## src/rtl/mau_pkg.sv

```systemverilog
// Shared types and helpers for the memory access unit.
// Optional feature macro: MAU_ROTATE_UNALIGNED_EN (word accesses with
// addr[1:0] != 0 are issued aligned, loads rotated, instead of faulting).
package mau_pkg;

  typedef enum logic [1:0] {
    IDLE   = 2'd0,
    ACCESS = 2'd1,
    RESP   = 2'd2
  } mau_state_e;

  localparam logic [1:0] SIZE_BYTE = 2'b00;
  localparam logic [1:0] SIZE_HALF = 2'b01;
  localparam logic [1:0] SIZE_WORD = 2'b11;

  localparam int TIMEOUT_CYCLES_DEFAULT = 16;

  // Counter must be able to hold TIMEOUT_CYCLES itself.
  function automatic int mau_cnt_w(input int timeout);
    return $clog2(timeout + 1);
  endfunction

  // Size 2'b10 falls into the word branch.
  function automatic logic mau_misaligned(input logic [1:0] size, input logic [1:0] a);
    logic mis;
    if (size == SIZE_BYTE) begin
      mis = 1'b0;
    end else if (size == SIZE_HALF) begin
      mis = a[0];
    end else begin
`ifdef MAU_ROTATE_UNALIGNED_EN
      mis = 1'b0;
`else
      mis = (a != 2'b00);
`endif
    end
    return mis;
  endfunction

endpackage

```

## src/rtl/mem_access_unit_if.sv

```systemverilog
// Request / memory / response signal bundle of the memory access unit.
// Optional feature macro: MAU_ROTATE_UNALIGNED_EN (no effect on this file).
interface mem_access_unit_if;
  logic        req_valid;
  logic        req_ready;
  logic        req_we;
  logic [31:0] req_addr;
  logic [1:0]  req_size;
  logic [31:0] req_wdata;

  logic        mem_en;
  logic        mem_we;
  logic [31:0] mem_addr;
  logic [3:0]  mem_be;
  logic [31:0] mem_wdata;
  logic [31:0] mem_rdata;
  logic        mem_ack;

  logic        resp_valid;
  logic        align_fault;
  logic        bus_fault;
  logic [31:0] data_from_mem;

  // The unit itself.
  modport slave (
    input  req_valid, req_we, req_addr, req_size, req_wdata, mem_rdata, mem_ack,
    output req_ready, mem_en, mem_we, mem_addr, mem_be, mem_wdata,
           resp_valid, align_fault, bus_fault, data_from_mem
  );

  // CPU side plus memory model driving the unit.
  modport master (
    output req_valid, req_we, req_addr, req_size, req_wdata, mem_rdata, mem_ack,
    input  req_ready, mem_en, mem_we, mem_addr, mem_be, mem_wdata,
           resp_valid, align_fault, bus_fault, data_from_mem
  );
endinterface

```

## src/rtl/mau_lane_steer.sv

```systemverilog
// Little-endian byte-lane steering: store byte enables and replication,
// load extraction with zero fill.
// Optional feature macro: MAU_ROTATE_UNALIGNED_EN (word loads rotated right
// by 8*addr[1:0]).
module mau_lane_steer
  import mau_pkg::*;
(
  input  logic [1:0]  size_i,
  input  logic [1:0]  addr_lo_i,
  input  logic        we_i,
  input  logic [31:0] wdata_i,
  input  logic [31:0] rdata_i,
  output logic [3:0]  be_o,
  output logic [31:0] wdata_o,
  output logic [31:0] rdata_o
);

  logic is_byte;
  logic is_half;
  logic [7:0] sel_byte;

  assign is_byte = (size_i == SIZE_BYTE);
  assign is_half = (size_i == SIZE_HALF);

  // Store lanes; loads always read the full word.
  always_comb begin
    be_o    = 4'b1111;
    wdata_o = wdata_i;
    if (we_i) begin
      if (is_byte) begin
        be_o    = 4'b0001 << addr_lo_i;
        wdata_o = {4{wdata_i[7:0]}};
      end else if (is_half) begin
        be_o    = addr_lo_i[1] ? 4'b1100 : 4'b0011;
        wdata_o = {2{wdata_i[15:0]}};
      end
    end
  end

  // Right-justify the addressed lanes of the read word.
  always_comb begin
    case (addr_lo_i)
      2'd0:    sel_byte = rdata_i[7:0];
      2'd1:    sel_byte = rdata_i[15:8];
      2'd2:    sel_byte = rdata_i[23:16];
      default: sel_byte = rdata_i[31:24];
    endcase
    if (is_byte) begin
      rdata_o = {24'h0, sel_byte};
    end else if (is_half) begin
      rdata_o = {16'h0, addr_lo_i[1] ? rdata_i[31:16] : rdata_i[15:0]};
    end else begin
`ifdef MAU_ROTATE_UNALIGNED_EN
      case (addr_lo_i)
        2'd0:    rdata_o = rdata_i;
        2'd1:    rdata_o = {rdata_i[7:0],  rdata_i[31:8]};
        2'd2:    rdata_o = {rdata_i[15:0], rdata_i[31:16]};
        default: rdata_o = {rdata_i[23:0], rdata_i[31:24]};
      endcase
`else
      rdata_o = rdata_i;
`endif
    end
  end

endmodule

```

## src/rtl/mem_access_unit.sv

```systemverilog
// Single-outstanding memory access unit: accepts a CPU request, runs the
// handshake with a variable-latency memory (with timeout), and returns a
// one-cycle response pulse with fault flags and extracted load data.
// Optional feature macro: MAU_ROTATE_UNALIGNED_EN.
module mem_access_unit
  import mau_pkg::*;
#(
  parameter int TIMEOUT_CYCLES = TIMEOUT_CYCLES_DEFAULT
) (
  input  logic clk,
  input  logic rst,
  mem_access_unit_if.slave bus
);

  localparam int CNT_W = mau_cnt_w(TIMEOUT_CYCLES);
  localparam logic [CNT_W-1:0] CNT_LAST = CNT_W'(TIMEOUT_CYCLES - 1);

  mau_state_e       state_q, state_d;
  logic [CNT_W-1:0] cnt_q, cnt_d;
  logic             align_q, align_d;
  logic             busf_q, busf_d;
  logic [31:0]      dfm_q, dfm_d;

  logic [31:0] addr_q;
  logic [31:0] wdata_q;
  logic [1:0]  size_q;
  logic        we_q;

  logic        accept;
  logic        in_access;
  logic [3:0]  be;
  logic [31:0] wdata_rep;
  logic [31:0] ld_data;

  assign accept    = bus.req_valid && (state_q == IDLE);
  assign in_access = (state_q == ACCESS);

  mau_lane_steer u_steer (
    .size_i    (size_q),
    .addr_lo_i (addr_q[1:0]),
    .we_i      (we_q),
    .wdata_i   (wdata_q),
    .rdata_i   (bus.mem_rdata),
    .be_o      (be),
    .wdata_o   (wdata_rep),
    .rdata_o   (ld_data)
  );

  // Request fields captured on accept; held for the whole access.
  always_ff @(posedge clk) begin
    if (accept) begin
      addr_q  <= bus.req_addr;
      wdata_q <= bus.req_wdata;
      size_q  <= bus.req_size;
      we_q    <= bus.req_we;
    end
  end

  // Control state, timeout counter, fault flags and load result.
  always_ff @(posedge clk) begin
    if (rst) begin
      state_q <= IDLE;
      cnt_q   <= '0;
      align_q <= 1'b0;
      busf_q  <= 1'b0;
      dfm_q   <= '0;
    end else begin
      state_q <= state_d;
      cnt_q   <= cnt_d;
      align_q <= align_d;
      busf_q  <= busf_d;
      dfm_q   <= dfm_d;
    end
  end

  // Next-state logic; mem_ack only matters while in ACCESS.
  always_comb begin
    state_d = state_q;
    cnt_d   = cnt_q;
    align_d = align_q;
    busf_d  = busf_q;
    dfm_d   = dfm_q;
    case (state_q)
      IDLE: begin
        if (bus.req_valid) begin
          cnt_d = '0;
          if (mau_misaligned(bus.req_size, bus.req_addr[1:0])) begin
            state_d = RESP;
            align_d = 1'b1;
          end else begin
            state_d = ACCESS;
          end
        end
      end
      ACCESS: begin
        cnt_d = cnt_q + 1'b1;
        if (bus.mem_ack) begin
          state_d = RESP;
          if (!we_q) dfm_d = ld_data;
        end else if (cnt_q == CNT_LAST) begin
          state_d = RESP;
          busf_d  = 1'b1;
        end
      end
      RESP: begin
        state_d = IDLE;
        cnt_d   = '0;
        align_d = 1'b0;
        busf_d  = 1'b0;
      end
      default: state_d = IDLE;
    endcase
  end

  // Memory-side outputs are forced to zero outside ACCESS.
  assign bus.req_ready     = (state_q == IDLE);
  assign bus.mem_en        = in_access;
  assign bus.mem_we        = in_access & we_q;
  assign bus.mem_addr      = in_access ? {addr_q[31:2], 2'b00} : 32'h0;
  assign bus.mem_be        = in_access ? be : 4'h0;
  assign bus.mem_wdata     = in_access ? wdata_rep : 32'h0;
  assign bus.resp_valid    = (state_q == RESP);
  assign bus.align_fault   = align_q;
  assign bus.bus_fault     = busf_q;
  assign bus.data_from_mem = dfm_q;

endmodule

```

## src/flat_wrapper.sv

```systemverilog
// flat-port wrapper written by rule: the top's interface ports become plain ports
module mem_access_unit_flat import mau_pkg::*;
#(
  parameter int TIMEOUT_CYCLES = TIMEOUT_CYCLES_DEFAULT
)
  (clk, rst, bus_req_valid, bus_req_we, bus_req_addr, bus_req_size, bus_req_wdata, bus_mem_rdata, bus_mem_ack, bus_req_ready, bus_mem_en, bus_mem_we, bus_mem_addr, bus_mem_be, bus_mem_wdata, bus_resp_valid, bus_align_fault, bus_bus_fault, bus_data_from_mem);
  mem_access_unit_if bus_i ();
  input  logic clk;
  input  logic rst;
  input wire logic [$bits(bus_i.req_valid)-1:0] bus_req_valid;
  input wire logic [$bits(bus_i.req_we)-1:0] bus_req_we;
  input wire logic [$bits(bus_i.req_addr)-1:0] bus_req_addr;
  input wire logic [$bits(bus_i.req_size)-1:0] bus_req_size;
  input wire logic [$bits(bus_i.req_wdata)-1:0] bus_req_wdata;
  input wire logic [$bits(bus_i.mem_rdata)-1:0] bus_mem_rdata;
  input wire logic [$bits(bus_i.mem_ack)-1:0] bus_mem_ack;
  output wire logic [$bits(bus_i.req_ready)-1:0] bus_req_ready;
  output wire logic [$bits(bus_i.mem_en)-1:0] bus_mem_en;
  output wire logic [$bits(bus_i.mem_we)-1:0] bus_mem_we;
  output wire logic [$bits(bus_i.mem_addr)-1:0] bus_mem_addr;
  output wire logic [$bits(bus_i.mem_be)-1:0] bus_mem_be;
  output wire logic [$bits(bus_i.mem_wdata)-1:0] bus_mem_wdata;
  output wire logic [$bits(bus_i.resp_valid)-1:0] bus_resp_valid;
  output wire logic [$bits(bus_i.align_fault)-1:0] bus_align_fault;
  output wire logic [$bits(bus_i.bus_fault)-1:0] bus_bus_fault;
  output wire logic [$bits(bus_i.data_from_mem)-1:0] bus_data_from_mem;
  assign bus_i.req_valid = bus_req_valid;
  assign bus_i.req_we = bus_req_we;
  assign bus_i.req_addr = bus_req_addr;
  assign bus_i.req_size = bus_req_size;
  assign bus_i.req_wdata = bus_req_wdata;
  assign bus_i.mem_rdata = bus_mem_rdata;
  assign bus_i.mem_ack = bus_mem_ack;
  assign bus_req_ready = bus_i.req_ready;
  assign bus_mem_en = bus_i.mem_en;
  assign bus_mem_we = bus_i.mem_we;
  assign bus_mem_addr = bus_i.mem_addr;
  assign bus_mem_be = bus_i.mem_be;
  assign bus_mem_wdata = bus_i.mem_wdata;
  assign bus_resp_valid = bus_i.resp_valid;
  assign bus_align_fault = bus_i.align_fault;
  assign bus_bus_fault = bus_i.bus_fault;
  assign bus_data_from_mem = bus_i.data_from_mem;
  mem_access_unit #(.TIMEOUT_CYCLES(TIMEOUT_CYCLES)) u_core (.clk(clk), .rst(rst), .bus(bus_i));
endmodule
```

## config.mk

```make
export PLATFORM = sky130hd
export DESIGN_NAME = mem_access_unit_flat
export DESIGN_NICKNAME = d
export VERILOG_FILES = /design/src/rtl/mau_pkg.sv /design/src/rtl/mem_access_unit_if.sv /design/src/rtl/mau_lane_steer.sv /design/src/rtl/mem_access_unit.sv /design/src/flat_wrapper.sv
export SDC_FILE = /design/constraint.sdc
export NUM_CORES = 1
export LEC_CHECK = 0
export ABC_AREA = 1
export CAP_MARGIN = 20
export CORE_MARGIN = 2
export CORE_UTILIZATION = 47
export DETAILED_ROUTE_END_ITERATION = 8
export PLACE_DENSITY_LB_ADDON = 0.1
export SYNTH_ARGS = -nofsm -noshare
export SYNTH_HDL_FRONTEND = slang
export SYNTH_SLANG_ARGS = --single-unit
```

## constraint.sdc

```tcl
create_clock -name clk -period 7.2 [get_ports clk]
set_clock_uncertainty 0.2 [all_clocks]
set_input_delay 2.16 -clock clk [delete_from_list [all_inputs] [get_ports clk]]
set_output_delay 2.16 -clock clk [all_outputs]
set_load 0.005 [all_outputs]
```

Word-level counts from Yosys, hierarchy flattened:

Cells that the tools add are included.

* output and inout port bits: 106
* memories kept: 0
* register bits: 108
* input port bits: 103
* latch bits: 0
* memory bits (read-only): 0
* RAM bits: 0
* logic and storage cells: 70

* bitwise gates (word level): 2
* muxes and demuxes: 31
* order comparisons: 0
* equal/unequal tests: 12
* reduce and logical (&&, ||, !) cells: 14
* divide/modulo/power cells: 0
* shifts and indexed selects: 1
* multiply operators: 0
* add/subtract/negate cells: 1

Operators by type and width (number)
* two-way mux 32 bit: 7
* case mux 8 bit (3 select lines): 1
* two-way mux 4 bit: 5
* two-way mux 16 bit: 1
* case mux 5 bit (3 select lines): 1
* AND reduction 3 bit: 3
* equality test 2 x 1 -> 1 bit (second input constant): 4
* logical NOT 2 bit: 4
* two-way mux 1 bit: 8
* two-way mux 2 bit: 4
* != test 2 bit (second input constant): 3
* nonzero test 2 bit: 3
* adder 5 x 1 -> 5 bit (second input constant): 1
* equality test 5 x 4 -> 1 bit (second input constant): 1
* two-way mux 5 bit: 1
* equality test 2 bit (second input constant): 2
* case mux 1 bit (2 select lines): 2
* case mux 2 bit (2 select lines): 1
* AND reduction 2 bit: 2
* << shifter 1 x 2 -> 4 bit (first input constant): 1
* != test 3 bit (second input constant): 1
* nonzero test 3 bit: 1
* != test 2 x 1 -> 1 bit (second input constant): 1
* bitwise AND 1 bit: 1
* 2 further kinds: 2

Depth between registers and ports, before layout:

* word-level depth: 8
* mapped depth: 8
* mapped depth without buffers: 8

By module:

Synthesis repeated with hierarchy kept, for this count alone.

* cell total of the unflattened synthesis: 694
* area total of the unflattened synthesis: 5397.7 µm²

By module, submodules not included
* mem_access_unit: area an instance 4176.5 µm², cells each 421, instances 1, sequential area each 2832.7 µm²
* mau_lane_steer: area an instance 1221.2 µm², cells each 273, instances 1, sequential area each 0.0 µm²

Worst setup path before layout:

Ideal clock, no wire load.

* path kind: input port to flip-flop
* from: input bus_req_valid
* to: register u_core.addr_q[0], enable pin
* stages: 2
* setup time: 422 ps
* path slack: 3028 ps
* required time: 6578 ps
* buffers on the path: 0
* data arrival time: 3550 ps
* cells stage by stage: nand2_1 > inv_1

* cells in the longest elaborated chain, start to end: 1

RTL lines
* from (decl): RTL line flat_wrapper.sv:10 `input wire logic [$bits(bus_i.req_valid)-1:0] bus_req_valid;`
* logical AND 1 bit: RTL line mem_access_unit.sv:35 `assign accept = bus.req_valid && (state_q == IDLE);`
* via u_core.accept: RTL line mem_access_unit.sv:29 `logic accept;`
* to (signal assigned): RTL line mem_access_unit.sv:52 `addr_q <= bus.req_addr;`
* to (decl): RTL line mem_access_unit.sv:24 `logic [31:0] addr_q;`

The timed path passes the listed nets, and every way through them passes these cells.
A chain may end at the register's enable or synchronous reset.

Final worst setup path:

* from: register u_core.size_q[1]
* to: output bus_mem_wdata[9]

* cells in the longest elaborated chain, start to end: 4

RTL lines
* from (decl): RTL line mem_access_unit.sv:26 `logic [1:0] size_q;`
* from (signal assigned): RTL line mem_access_unit.sv:54 `size_q <= bus.req_size;`
* logical NOT 2 bit: RTL line mau_lane_steer.sv:22 `assign is_byte = (size_i == SIZE_BYTE);`
* two-way mux 32 bit: RTL line mau_lane_steer.sv:30 `if (is_byte) begin`
* two-way mux 32 bit: RTL line mau_lane_steer.sv:29 `if (we_i) begin`
* two-way mux 32 bit: RTL line mem_access_unit.sv:121 `assign bus.mem_wdata = in_access ? wdata_rep : 32'h0;`
* to (decl): RTL line flat_wrapper.sv:22 `output wire logic [$bits(bus_i.mem_wdata)-1:0] bus_mem_wdata;`

Every way passes these cells.

==> flow_results.org <==
** Clocking
- Clock tree synthesis inserted a total of 9 buffers.
- Buffers inserted to repair hold after CTS numbered 0.
- TritonCTS Sinks :: ~110
- The H-tree generated during clock tree synthesis spans 3 levels.
- Clock insertion delay at the later pin of the skew report :: ~370 ps
- Resized Gates After CTS :: 0
- Clock-pin slew was measured on the worst setup and hold paths at around 100 ps.
- Post-CTS repair timing setup buffer count :: 0
- Bufs on Longest Clock Path :: 2
- The cell sitting at the root of the clock tree is a clkbuf_8.
- TritonCTS clock tree :: done

** Synthesis
- Mean Syn Cell Area :: a little under 9 µm²
- Leading post-synthesis cells by cell area :: edfxtp_1, dfxtp_1, nand2_1, nor2_1, nand3_1
- Counting every instance in the synthesized netlist gives between 500 and 600.
- The synthesized design contains around 110 register bits.
- Mapped cell area :: between 0.005 and 0.006 mm²
- Number of synthesized flops with an enable pin :: between 60 and 70
- For this run, the number of Yosys warnings is 0.
- Top_reg_cell synth :: edfxtp_1
- Distinct cell type count after synthesis :: 29
- Most common cell in the netlist :: nand2_1
- Share of the synthesized area in the top cell type :: roughly 40%
- Cell taking the most area after synthesis :: edfxtp_1
- The commonest cells after synthesis are nand2_1, nor2_1, edfxtp_1, inv_1, nand3_1.
- Post-synthesis sequential area ratio :: between 50% and 60%
- Ys async rst share :: 0%

** Floorplanning
- The die is around 110 µm wide.
- The die is between 100 and 150 µm tall.
- Once the floorplan was initialized, standard cells occupied between 40% and 50% of the core.
- Core area :: approximately 0.010 mm²
- Number of standard-cell rows in the floorplan :: 37
- Floorplan die area :: 0.0116 mm²
- 209 I/O pins were placed.

** Power and ir drop
- Switching share of power :: around a quarter
- The share of total power dissipated in combinational logic is around 17%.
- Dividing total power by cell area gives a power density of 182 mW/mm².
- The analysis attributes to net switching a power of approximately 0.34 mW.
- VDD sags by at most between 0.1 and 0.15 mV.
- Internal power comes to between 0.9 and 1 mW.
- Sequential share of power :: 54.3%
- The share of total power dissipated in the clock network is approximately 29%.
- In this run the static leakage power is around 2.8 nW.

** Drt
- After detailed routing, the average wire length per cell comes to approximately 16 µm.
- Aggregate routed wire length :: about 14000 µm
- In this run, the number of DRC markers left after iteration 0 of detailed routing was between 200 and 300.
- For this run, the detailed router's first-pass iteration total came to 5.
- The routed layout has around 4700 vias.
- Antenna violation net count after detailed routing :: 0
- DRC violations left :: 0
- Average vias per placed instance :: ~5

** Timing
- After routing, the total negative slack on setup checks comes to 0 ps.
- Setup violations remaining at the end of the flow were counted as 0.
- In this run the tightest slew margin relative to its limit is roughly 40%.
- Setup repair after global routing missed its margin :: false
- Timing would allow up to 0.185 GHz.
- Shortest period the worst path allows :: ~5400 ps
- For the pin with the worst max-slew slack, the measured transition is ~900 ps.
- The final-report max-slew violation count came to 0.
- The hold violation count in the final report was 0.
- Dividing the final minimum period by the clock period gives between 70% and 80%.

** Layout
- From synthesis to final layout, the design area changed by 45.0%.
- For this run, the share of the core covered by cells in the final layout is a little over two thirds.
- The final layout contains a little under 900 nets.
- Antenna cell count :: 0
- Layout cells sized above 1 :: just under 5%

** GRT
- Global routing usage on met2 :: a little over two fifths
- Met3 usage in global routing :: under 10%
- Largest net degree at the start of global routing :: 69
- Global routing used between 20% and 30% of the available tracks.
- Met1 Track Usage GR :: between 30% and 40%
- Global route overflow :: 0
- Busiest metal layer after global routing :: met2
- The initial antenna violation count was 0.
- The number of global-route vias before repair was around 4600.
- The first global-routing pass estimated about 23000 µm of wire.

** Setup path
- The most critical setup path has its endpoint at bus_mem_wdata[9].
- Along the worst path, the maximum fanout reaches 20.
- At the worst endpoint, the arrival time is 3060 ps.
- Kind of end point of the critical path :: primary output
- The critical path is of the reg2out type.
- Reg-to-reg slack, setup :: approximately 4900 ps
- Required arrival time at the worst endpoint :: approximately 4800 ps
- The worst register-to-register path begins at u_core.state_q[0]$_SDFFE_PP0P_.
- Critical path origin :: u_core.size_q[1]$_DFFE_PP_
- The worst register-to-register path ends at u_core.wdata_q[26]$_DFFE_PP_.
- Counting cells, the worst reg-to-reg path comes to 4.
- Startpoint kind of the worst setup timing path :: flop

** Place
- Placer Congestion :: approximately 0.87
- Summed over all nets, the half-perimeter wirelength after detailed placement is around 11000 µm.
- Count of buffers inserted at the top-level ports :: between 200 and 250

** Hold path
- Worst min-delay path category :: reg2reg
- The worst hold path begins at u_core.cnt_q[4]$_SDFFE_PP0P_.

** Run status
- The run finished with clean final reports.

** Run
- Max-Cap Viols :: 0
[flip-flops by register name, summed over array words and instances (netlist names)]
name / flops
u_core.wdata_q: 32
u_core.state_q: 2
u_core.bus.data_from_mem: 32
u_core.cnt_q: 5
u_core.we_q: 1
u_core.bus.bus_fault: 1
u_core.size_q: 2
u_core.bus.align_fault: 1
u_core.addr_q: 32
[per-stage QoR]
stage	setup slack, ps	power (mW)	cell area [µm²]	instances	hold slack [ps]
after detailed placement	2240	0.959	7090	895	256
after global placement	2380	0.953	7090	895	249
after global routing	1560	1.38	7300	911	286
final	1780	1.33	7300	911	271
after floorplan	3030	0.832	5040	580	239
after CTS	1810	1.34	7300	911	271
[logic make-up after synthesis]
kind of cell,Yosys count,synth area share [%]
compound gates,90,9.64
buf+inv,100,9.27
simple gates,278,24.3
flops,108,56.3
fa+ha+maj,2,0.497
other cells,1,0.0745
[power groups by stage]
stage / sequential, mW / clock, mW / combinational, mW
floorplan: 0.723 / 0 / 0.109
global placement: 0.736 / 0 / 0.218
detailed placement: 0.737 / 0 / 0.222
CTS: 0.723 / 0.391 / 0.224
global route: 0.728 / 0.410 / 0.244
finish: 0.723 / 0.385 / 0.223
[how the worst min path moves through the flow]
stage,cells after the start,to
detailed placement,2,u_core.bus.data_from_mem[21]$_SDFFE_PP0P_
CTS,2,u_core.bus.data_from_mem[21]$_SDFFE_PP0P_
global route,2,u_core.bus.data_from_mem[21]$_SDFFE_PP0P_
global placement,2,u_core.cnt_q[4]$_SDFFE_PP0P_
finish,2,u_core.cnt_q[4]$_SDFFE_PP0P_
floorplan,2,u_core.cnt_q[4]$_SDFFE_PP0P_
[worst max-delay path, stage by stage, from the launching register on]
cell,delay [ps]
edfxtp_1,950
inv_2,350
nand2_4,240
nor2_4,80
inv_1,260
nand2_1,110
a21oi_1,160
clkdlybuf4s50_1,540
[placed cells by master (no fill, tap or decap), types with 4 or more instances in the layout]
master	netlist	routed
nand4_1	9	9
nand2_1	116	116
a211oi_1	7	7
inv_2	6	7
dfxtp_1	41	41
nor2_1	88	88
a31oi_1	8	8
clkdlybuf4s50_1	0	206
clkbuf_8	0	10
a21oi_1	51	51
inv_1	63	63
o21ai_0	18	18
nand3_1	53	53
o21ai_1	4	4
edfxtp_1	67	67
[cell type report]
cell class                      count  area, µm²
Fill cell                         847       3070
Sequential cell                   108       2830
Timing Repair Buffer              208       2080
Multi-Input combinational cell    372       1740
Inverter                           71        272
Clock buffer                       14        196
Tap cell                          136        170
Clock inverter                      2       12.5
[per-layer routing]
layer | routed length [µm] | vias up
li1 | - | 2275
met2 | 6970 | 239
met4 | 332 | 0
met5 | 0 | -
met3 | 1490 | 28
met1 | 5670 | 2145
(Power assumes the default switching activity.)
